`src/rtl/regfile_write_ctrl_if.sv`:
```
// Write-port bundle between the WB stage / multi-cycle unit and the register-file write controller.
// master = pipeline side, slave = controller.
interface regfile_write_ctrl_if #(
  parameter int unsigned ADDR_W = 5,
  parameter int unsigned DATA_W = 32
);
  logic              wb_valid;
  logic [ADDR_W-1:0] wb_addr;
  logic [DATA_W-1:0] wb_data;
  logic              mc_valid;
  logic              mc_ready;
  logic [ADDR_W-1:0] mc_addr;
  logic [DATA_W-1:0] mc_data;
  logic              mc_pend_valid;
  logic [ADDR_W-1:0] mc_pend_addr;
  logic              wb_stall;
  logic              init_done;
  logic              rf_write_enable;
  logic [ADDR_W-1:0] rf_addr_rd;
  logic [DATA_W-1:0] rf_data_rd;

  modport master (
    output wb_valid, wb_addr, wb_data, mc_valid, mc_addr, mc_data,
    input  mc_ready, mc_pend_valid, mc_pend_addr, wb_stall, init_done,
           rf_write_enable, rf_addr_rd, rf_data_rd
  );

  modport slave (
    input  wb_valid, wb_addr, wb_data, mc_valid, mc_addr, mc_data,
    output mc_ready, mc_pend_valid, mc_pend_addr, wb_stall, init_done,
           rf_write_enable, rf_addr_rd, rf_data_rd
  );
endinterface

```
`src/rtl/regfile_write_ctrl.sv`:
```
// Register-file write-port owner: zero-fills x1..x31 after reset, then arbitrates between
// the WB stage and a one-entry multi-cycle result buffer with starvation-driven stall.
module regfile_write_ctrl #(
  parameter int unsigned ADDR_W       = 5,
  parameter int unsigned DATA_W       = 32,
  parameter int unsigned STARVE_LIMIT = 4
) (
  input logic                clock,
  input logic                reset_n,
  regfile_write_ctrl_if.slave bus
);

  localparam int unsigned AgeW = $clog2(STARVE_LIMIT + 1);
  localparam logic [ADDR_W-1:0] LastAddr = '1;
  localparam logic [AgeW-1:0]   AgeMax   = AgeW'(STARVE_LIMIT);

  typedef enum logic [0:0] {StInit, StRun} state_e;

  state_e            state_q, state_d;
  logic [ADDR_W-1:0] cnt_q, cnt_d;
  logic [AgeW-1:0]   age_q, age_d;
  logic              buf_valid_q, buf_valid_d;
  logic [ADDR_W-1:0] buf_addr_q, buf_addr_d;
  logic [DATA_W-1:0] buf_data_q, buf_data_d;
  logic              init_done_q, init_done_d;
  logic              rf_we_q, rf_we_d;
  logic [ADDR_W-1:0] rf_addr_q, rf_addr_d;
  logic [DATA_W-1:0] rf_data_q, rf_data_d;
  logic              mc_ready;
  logic              wb_hit;
  logic              drain;

  assign mc_ready = (state_q == StRun) && !buf_valid_q;

  always_comb begin
    state_d     = state_q;
    cnt_d       = cnt_q;
    age_d       = age_q;
    buf_valid_d = buf_valid_q;
    buf_addr_d  = buf_addr_q;
    buf_data_d  = buf_data_q;
    init_done_d = init_done_q;
    rf_we_d     = 1'b0;
    rf_addr_d   = rf_addr_q;
    rf_data_d   = rf_data_q;
    wb_hit      = 1'b0;
    drain       = 1'b0;

    unique case (state_q)
      StInit: begin
        rf_we_d   = 1'b1;
        rf_addr_d = cnt_q;
        rf_data_d = '0;
        if (cnt_q == LastAddr) begin
          state_d     = StRun;
          init_done_d = 1'b1;
        end else begin
          cnt_d = cnt_q + 1'b1;
        end
      end
      StRun: begin
        // Writes to x0 are dropped so the slot can drain the buffer instead.
        wb_hit = bus.wb_valid && (bus.wb_addr != '0);
        drain  = !wb_hit && buf_valid_q;
        if (wb_hit) begin
          rf_we_d   = 1'b1;
          rf_addr_d = bus.wb_addr;
          rf_data_d = bus.wb_data;
        end else if (drain) begin
          rf_we_d     = 1'b1;
          rf_addr_d   = buf_addr_q;
          rf_data_d   = buf_data_q;
          buf_valid_d = 1'b0;
          buf_addr_d  = '0;
        end

        if (buf_valid_q && !drain) begin
          age_d = (age_q >= AgeMax) ? AgeMax : age_q + 1'b1;
        end else begin
          age_d = '0;
        end

        // Fill only while empty, so a fill never coincides with a drain.
        if (mc_ready && bus.mc_valid && (bus.mc_addr != '0)) begin
          buf_valid_d = 1'b1;
          buf_addr_d  = bus.mc_addr;
          buf_data_d  = bus.mc_data;
        end
      end
    endcase
  end

  always_ff @(posedge clock or negedge reset_n) begin
    if (!reset_n) begin
      state_q     <= StInit;
      cnt_q       <= ADDR_W'(1);
      age_q       <= '0;
      buf_valid_q <= 1'b0;
      buf_addr_q  <= '0;
      buf_data_q  <= '0;
      init_done_q <= 1'b0;
      rf_we_q     <= 1'b0;
      rf_addr_q   <= '0;
      rf_data_q   <= '0;
    end else begin
      state_q     <= state_d;
      cnt_q       <= cnt_d;
      age_q       <= age_d;
      buf_valid_q <= buf_valid_d;
      buf_addr_q  <= buf_addr_d;
      buf_data_q  <= buf_data_d;
      init_done_q <= init_done_d;
      rf_we_q     <= rf_we_d;
      rf_addr_q   <= rf_addr_d;
      rf_data_q   <= rf_data_d;
    end
  end

  assign bus.mc_ready        = mc_ready;
  assign bus.mc_pend_valid   = buf_valid_q;
  assign bus.mc_pend_addr    = buf_addr_q;
  assign bus.wb_stall        = (state_q == StInit) || (age_q >= AgeMax);
  assign bus.init_done       = init_done_q;
  assign bus.rf_write_enable = rf_we_q;
  assign bus.rf_addr_rd      = rf_addr_q;
  assign bus.rf_data_rd      = rf_data_q;

endmodule
```
`src/flat_wrapper.sv`:
```
// flat-port wrapper written by rule: the top's interface ports become plain ports
module regfile_write_ctrl_flat 
#(
  parameter int unsigned ADDR_W       = 5,
  parameter int unsigned DATA_W       = 32,
  parameter int unsigned STARVE_LIMIT = 4
)
  (clock, reset_n, bus_wb_valid, bus_wb_addr, bus_wb_data, bus_mc_valid, bus_mc_addr, bus_mc_data, bus_mc_ready, bus_mc_pend_valid, bus_mc_pend_addr, bus_wb_stall, bus_init_done, bus_rf_write_enable, bus_rf_addr_rd, bus_rf_data_rd);
  regfile_write_ctrl_if #(.ADDR_W(ADDR_W), .DATA_W(DATA_W)) bus_i ();
  input logic clock;
  input logic reset_n;
  input wire logic [$bits(bus_i.wb_valid)-1:0] bus_wb_valid;
  input wire logic [$bits(bus_i.wb_addr)-1:0] bus_wb_addr;
  input wire logic [$bits(bus_i.wb_data)-1:0] bus_wb_data;
  input wire logic [$bits(bus_i.mc_valid)-1:0] bus_mc_valid;
  input wire logic [$bits(bus_i.mc_addr)-1:0] bus_mc_addr;
  input wire logic [$bits(bus_i.mc_data)-1:0] bus_mc_data;
  output wire logic [$bits(bus_i.mc_ready)-1:0] bus_mc_ready;
  output wire logic [$bits(bus_i.mc_pend_valid)-1:0] bus_mc_pend_valid;
  output wire logic [$bits(bus_i.mc_pend_addr)-1:0] bus_mc_pend_addr;
  output wire logic [$bits(bus_i.wb_stall)-1:0] bus_wb_stall;
  output wire logic [$bits(bus_i.init_done)-1:0] bus_init_done;
  output wire logic [$bits(bus_i.rf_write_enable)-1:0] bus_rf_write_enable;
  output wire logic [$bits(bus_i.rf_addr_rd)-1:0] bus_rf_addr_rd;
  output wire logic [$bits(bus_i.rf_data_rd)-1:0] bus_rf_data_rd;
  assign bus_i.wb_valid = bus_wb_valid;
  assign bus_i.wb_addr = bus_wb_addr;
  assign bus_i.wb_data = bus_wb_data;
  assign bus_i.mc_valid = bus_mc_valid;
  assign bus_i.mc_addr = bus_mc_addr;
  assign bus_i.mc_data = bus_mc_data;
  assign bus_mc_ready = bus_i.mc_ready;
  assign bus_mc_pend_valid = bus_i.mc_pend_valid;
  assign bus_mc_pend_addr = bus_i.mc_pend_addr;
  assign bus_wb_stall = bus_i.wb_stall;
  assign bus_init_done = bus_i.init_done;
  assign bus_rf_write_enable = bus_i.rf_write_enable;
  assign bus_rf_addr_rd = bus_i.rf_addr_rd;
  assign bus_rf_data_rd = bus_i.rf_data_rd;
  regfile_write_ctrl #(.ADDR_W(ADDR_W), .DATA_W(DATA_W), .STARVE_LIMIT(STARVE_LIMIT)) u_core (.clock(clock), .reset_n(reset_n), .bus(bus_i));
endmodule
```
`config.mk`:
```
export PLATFORM = sky130hd
export DESIGN_NAME = regfile_write_ctrl_flat
export DESIGN_NICKNAME = d
export VERILOG_FILES = /design/src/rtl/regfile_write_ctrl_if.sv /design/src/rtl/regfile_write_ctrl.sv /design/src/flat_wrapper.sv
export SDC_FILE = /design/constraint.sdc
export NUM_CORES = 1
export LEC_CHECK = 0
export CAP_MARGIN = 20
export CORE_UTILIZATION = 50
export CTS_CLUSTER_DIAMETER = 50
export DETAILED_ROUTE_END_ITERATION = 10
export HOLD_SLACK_MARGIN = 0.12
export MAX_ROUTING_LAYER = met4
export PLACE_DENSITY = 0.84
export SYNTH_ARGS = -nofsm -noshare
export SYNTH_HDL_FRONTEND = slang
export SYNTH_SLANG_ARGS = --single-unit
```
`constraint.sdc`:
```
create_clock -name clock -period 3.9 [get_ports clock]
set_clock_uncertainty 0.2 [all_clocks]
set_input_delay 0.78 -clock clock [delete_from_list [all_inputs] [get_ports clock]]
set_output_delay 0.78 -clock clock [all_outputs]
set_load 0.005 [all_outputs]
```
==> reports/summary.txt <==
OUTCOME
----------------------------------------------------------------------------------------------------
Run status ............................................................................ finished clean

GLOBAL ROUTE
----------------------------------------------------------------------------------------------------
Routing usage on met3 .................................................................        5.06%
Number of antenna violations at the first check in global routing .....................            0
First-pass GRT wire length ............................................................     16400 µm
Remaining Overflow, GRT ...............................................................            0
Met1 track demand over resource .......................................................        32.0%
Via count of the first global-routing pass ............................................         3473
Tot GR Track Use ......................................................................        25.8%
Pin count of the biggest net entering global routing ..................................           87
Met2 Track Usage GR ...................................................................        41.3%
Top Usage Layer GRT ...................................................................         met2

PLACE
----------------------------------------------------------------------------------------------------
Routability cong. .....................................................................        0.872
Pre-CTS worst setup slack .............................................................     0.913 ns
Final HPWL from detailed placement ....................................................      6540 µm
Buffers added on ports ................................................................          124

STA
----------------------------------------------------------------------------------------------------
Slew at the pin with the worst max-slew slack .........................................     0.984 ns
Period utilization ....................................................................        72.3%
Max Freq ..............................................................................    0.355 GHz
TNS Setup .............................................................................         0 ns
Worst slew margin .....................................................................        34.4%
Shortest period the worst path allows .................................................      2.82 ns
Final Slew Violations .................................................................            0
Setup repair after global routing missed its margin ...................................        false
Crit path setup slack, layout .........................................................      1.08 ns
Number of endpoints with negative hold slack in the final report ......................            0
Setup Viol. Count Final ...............................................................            0

WORST HOLD PATH
----------------------------------------------------------------------------------------------------
Hold/Removal Path Class ............................................................... input port to async pin

CLOCKING
----------------------------------------------------------------------------------------------------
Later-pin clock latency in the skew report ............................................      0.34 ns
CTS H-tree depth ......................................................................            3
Inserted Clock Buffers ................................................................            9
Number of instances resized during post-cts repair ....................................            0
Root Buffer ........................................................................... sky130_fd_sc_hd__clkbuf_8
Buffer depth of the longest clock path ................................................            2
Sinks on Clock Net ....................................................................           86
TritonCTS clock tree ..................................................................        built
Post-CTS setup-driven buffer insertion count ..........................................            0
Clock-pin slew reported for the worst setup and hold paths after clock tree synthesis .      0.08 ns
Hold_buf cts ..........................................................................            0

LOGIC SYNTHESIS
----------------------------------------------------------------------------------------------------
Number of distinct standard cells referenced by the synthesized netlist ...............           43
Total nets after synthesis ............................................................          461
Post-synth EDFFs ......................................................................            0
Number of warnings reported in the yosys synthesis log ................................            0
Most instantiated flip-flop cell in the synthesis netlist ............................. sky130_fd_sc_hd__dfrtp_1
Count of mapped cells out of synthesis ................................................          379
Mean cell area of the mapped netlist ..................................................     10.6 µm²
Post-Synthesis Cell Area ..............................................................     4040 µm²
Sequential element share of the synthesized area ......................................        53.4%
Register bit total from synthesis .....................................................           86
Share of synthesized registers carrying an async set or reset .........................         100%

WORST SETUP PATH
----------------------------------------------------------------------------------------------------
Data arrival time of the critical path ................................................      1.84 ns
Critical path start-end classification ................................................ register to output pin
Crit end category .....................................................................   output pin
Required time worst endpoint ..........................................................      2.92 ns
Kind of start point of the critical path ..............................................     register
Maximum fanout along the worst path ...................................................           40

FLOORPLAN
----------------------------------------------------------------------------------------------------
Area enclosed by the die boundary .....................................................     8430 µm²
Cell Rows .............................................................................           32
Boundary pin count ....................................................................          125
Overall die height ....................................................................      91.8 µm
Starting utilization of the core area .................................................        51.9%
Core area .............................................................................     7770 µm²
Chip width ............................................................................      91.8 µm

LAYOUT
----------------------------------------------------------------------------------------------------
Final net count .......................................................................          576
Share of cells above drive strength 1 .................................................        10.5%
Layout overhead on the synthesized area ...............................................        35.3%
Ant diodes ............................................................................            0
Fill cell count .......................................................................          592

ROUTE
----------------------------------------------------------------------------------------------------
Post-route antenna net violation count ................................................            0
Final routed DRC violation total ......................................................            0
Total iterations of the first detailed-routing run ....................................            4
First-iteration detailed-routing DRC count ............................................          160
Via total after detailed routing ......................................................         3271
Overall routed net length .............................................................      9650 µm
Routed via count divided by cell count ................................................         5.46
WL per Instance .......................................................................      16.1 µm

PWR
----------------------------------------------------------------------------------------------------
Highest ir drop seen on vdd ...........................................................     0.195 mV
Leakage power summed over all cells ...................................................   0.00241 µW
Power density relative to cell area ...................................................   422 nW/µm²

JOB
----------------------------------------------------------------------------------------------------
Maximum Capacitance Violations ........................................................            0

[power breakdown]
| group | switching (µW) | leakage [µW] | total (µW) | internal (µW) |
|---|---|---|---|---|
| registers | 93.0 | 0.00101 | 1140 | 1040 |
| logic | 270 | 0.00132 | 635 | 365 |
| clock network | 291 | 0.0000821 | 532 | 241 |
| total | 654 | 0.00241 | 2300 | 1650 |
[per-layer routing]
| metal | wire length (µm) | vias to the layer above |
|---|---|---|
| met5 | 0 | - |
| met4 | 189 | 0 |
| met3 | 659 | 17 |
| met2 | 4880 | 135 |
| met1 | 3920 | 1586 |
| li1 | - | 1533 |
[final timing paths]
kind                            slack [ns]                        end  cells after the start                startpoint
worst max-delay path                  1.08          bus_mc_pend_valid                      2  u_core.bus.mc_pend_valid
worst min-delay path                  0.19  u_core.bus.rf_data_rd[29]                      1                   reset_n
worst max register to register        1.56   u_core.bus.rf_addr_rd[3]                      4            u_core.state_q
worst min register to register        0.28      u_core.buf_data_q[15]                      2     u_core.buf_data_q[15]
max in group asynchronous             2.65            u_core.cnt_q[0]                      2                   reset_n
min in group clock                    0.28      u_core.buf_data_q[15]                      2     u_core.buf_data_q[15]
[critical path, stage by stage (launching register included)]
cell and delay [ns]:
sky130_fd_sc_hd__dfrtp_2 0.35, sky130_fd_sc_hd__buf_4 0.52, sky130_fd_sc_hd__clkdlybuf4s50_1 0.63
[cell type report]
type                            instances  area (µm²)  share of cell area [%]
Sequential cell                        86        2150                    39.5
Multi-Input combinational cell        262        1690                    30.9
Timing Repair Buffer                  129        1310                    24.0
Clock buffer                           12         145                    2.66
Tap cell                              102         128                    2.34
Inverter                                6        22.5                   0.413
Clock inverter                          2        10.0                   0.183
[per-stage QoR]
| step | cells | total power [µW] | instance area [µm²] | utilization, % | hold WS [ns] |
|---|---|---|---|---|---|
| 2_1_floorplan | 379 | 1460 | 4040 | - | 0.244 |
| 3_3_place_gp | 584 | 1760 | 5280 | 67.9 | 0.258 |
| 3_5_place_dp | 584 | 1790 | 5280 | 67.9 | 0.267 |
| 4_1_cts | 598 | 2320 | 5430 | 69.9 | 0.285 |
| 5_1_grt | 599 | 2430 | 5460 | 70.3 | 0.210 |
| 6_report | 599 | 2300 | 5460 | 70.3 | 0.193 |
[cells in the mapped netlist, types with 5 or more instances]
cell type / n / area [µm²]
sky130_fd_sc_hd__nand2_1: 106 / 398
sky130_fd_sc_hd__mux2i_1: 32 / 320
sky130_fd_sc_hd__o21ai_0: 6 / 30.0
sky130_fd_sc_hd__a211oi_1: 12 / 90.1
sky130_fd_sc_hd__nor2_1: 33 / 124
sky130_fd_sc_hd__inv_1: 5 / 18.8
sky130_fd_sc_hd__buf_2: 10 / 50.1
sky130_fd_sc_hd__clkbuf_1: 6 / 22.5
sky130_fd_sc_hd__dfrtp_1: 85 / 2130
sky130_fd_sc_hd__a211oi_2: 20 / 250
[sequential cells by signal, summed over array words and instances, names as in the netlist]
name and flops:
u_core.age_q 3, u_core.buf_data_q 32, u_core.bus.init_done 1, u_core.bus.mc_pend_addr 5, u_core.bus.mc_pend_valid 1, u_core.bus.rf_addr_rd 5
u_core.bus.rf_data_rd 32, u_core.bus.rf_write_enable 1, u_core.cnt_q 5, u_core.state_q 1
[cells in the final DEF, fill, tap and decap left out, types with 2 or more instances in the layout]
| cell type | n |
|---|---|
| sky130_fd_sc_hd__clkdlybuf4s50_1 | 123 |
| sky130_fd_sc_hd__nand2_1 | 106 |
| sky130_fd_sc_hd__dfrtp_1 | 84 |
| sky130_fd_sc_hd__nor2_1 | 33 |
| sky130_fd_sc_hd__mux2i_1 | 32 |
| sky130_fd_sc_hd__a211oi_2 | 20 |
| sky130_fd_sc_hd__a211oi_1 | 12 |
| sky130_fd_sc_hd__clkbuf_8 | 10 |
| sky130_fd_sc_hd__o21ai_0 | 6 |
| sky130_fd_sc_hd__inv_1 | 5 |
| sky130_fd_sc_hd__a221o_1 | 4 |
| sky130_fd_sc_hd__o211ai_1 | 4 |
| sky130_fd_sc_hd__mux2_2 | 4 |
| sky130_fd_sc_hd__ha_1 | 4 |
| sky130_fd_sc_hd__buf_4 | 4 |
| sky130_fd_sc_hd__nand2b_1 | 3 |
| sky130_fd_sc_hd__o221a_2 | 3 |
| sky130_fd_sc_hd__o211a_1 | 3 |
| sky130_fd_sc_hd__or4_1 | 2 |
| sky130_fd_sc_hd__nor2b_1 | 2 |
| sky130_fd_sc_hd__nor3_1 | 2 |
| sky130_fd_sc_hd__o22a_1 | 2 |
| sky130_fd_sc_hd__a21oi_1 | 2 |
| sky130_fd_sc_hd__a22oi_1 | 2 |
| sky130_fd_sc_hd__xnor2_1 | 2 |
| sky130_fd_sc_hd__clkbuf_1 | 2 |
| sky130_fd_sc_hd__clkinv_2 | 2 |
[cell families (layout without fill, tap and decap cells)]
family	after synthesis	after routing	synth area share [%]
XOR/XNOR	3	3	0.651
multiplexers	36	36	9.05
buffers and inverters	31	149	4.78
flip-flops	86	86	53.4
AND/OR/NAND/NOR	154	154	15.4
adder cells (fa/ha/maj)	4	4	1.24
AO/OA/AOI/OAI	65	65	15.5
(Power assumes the default switching activity.)
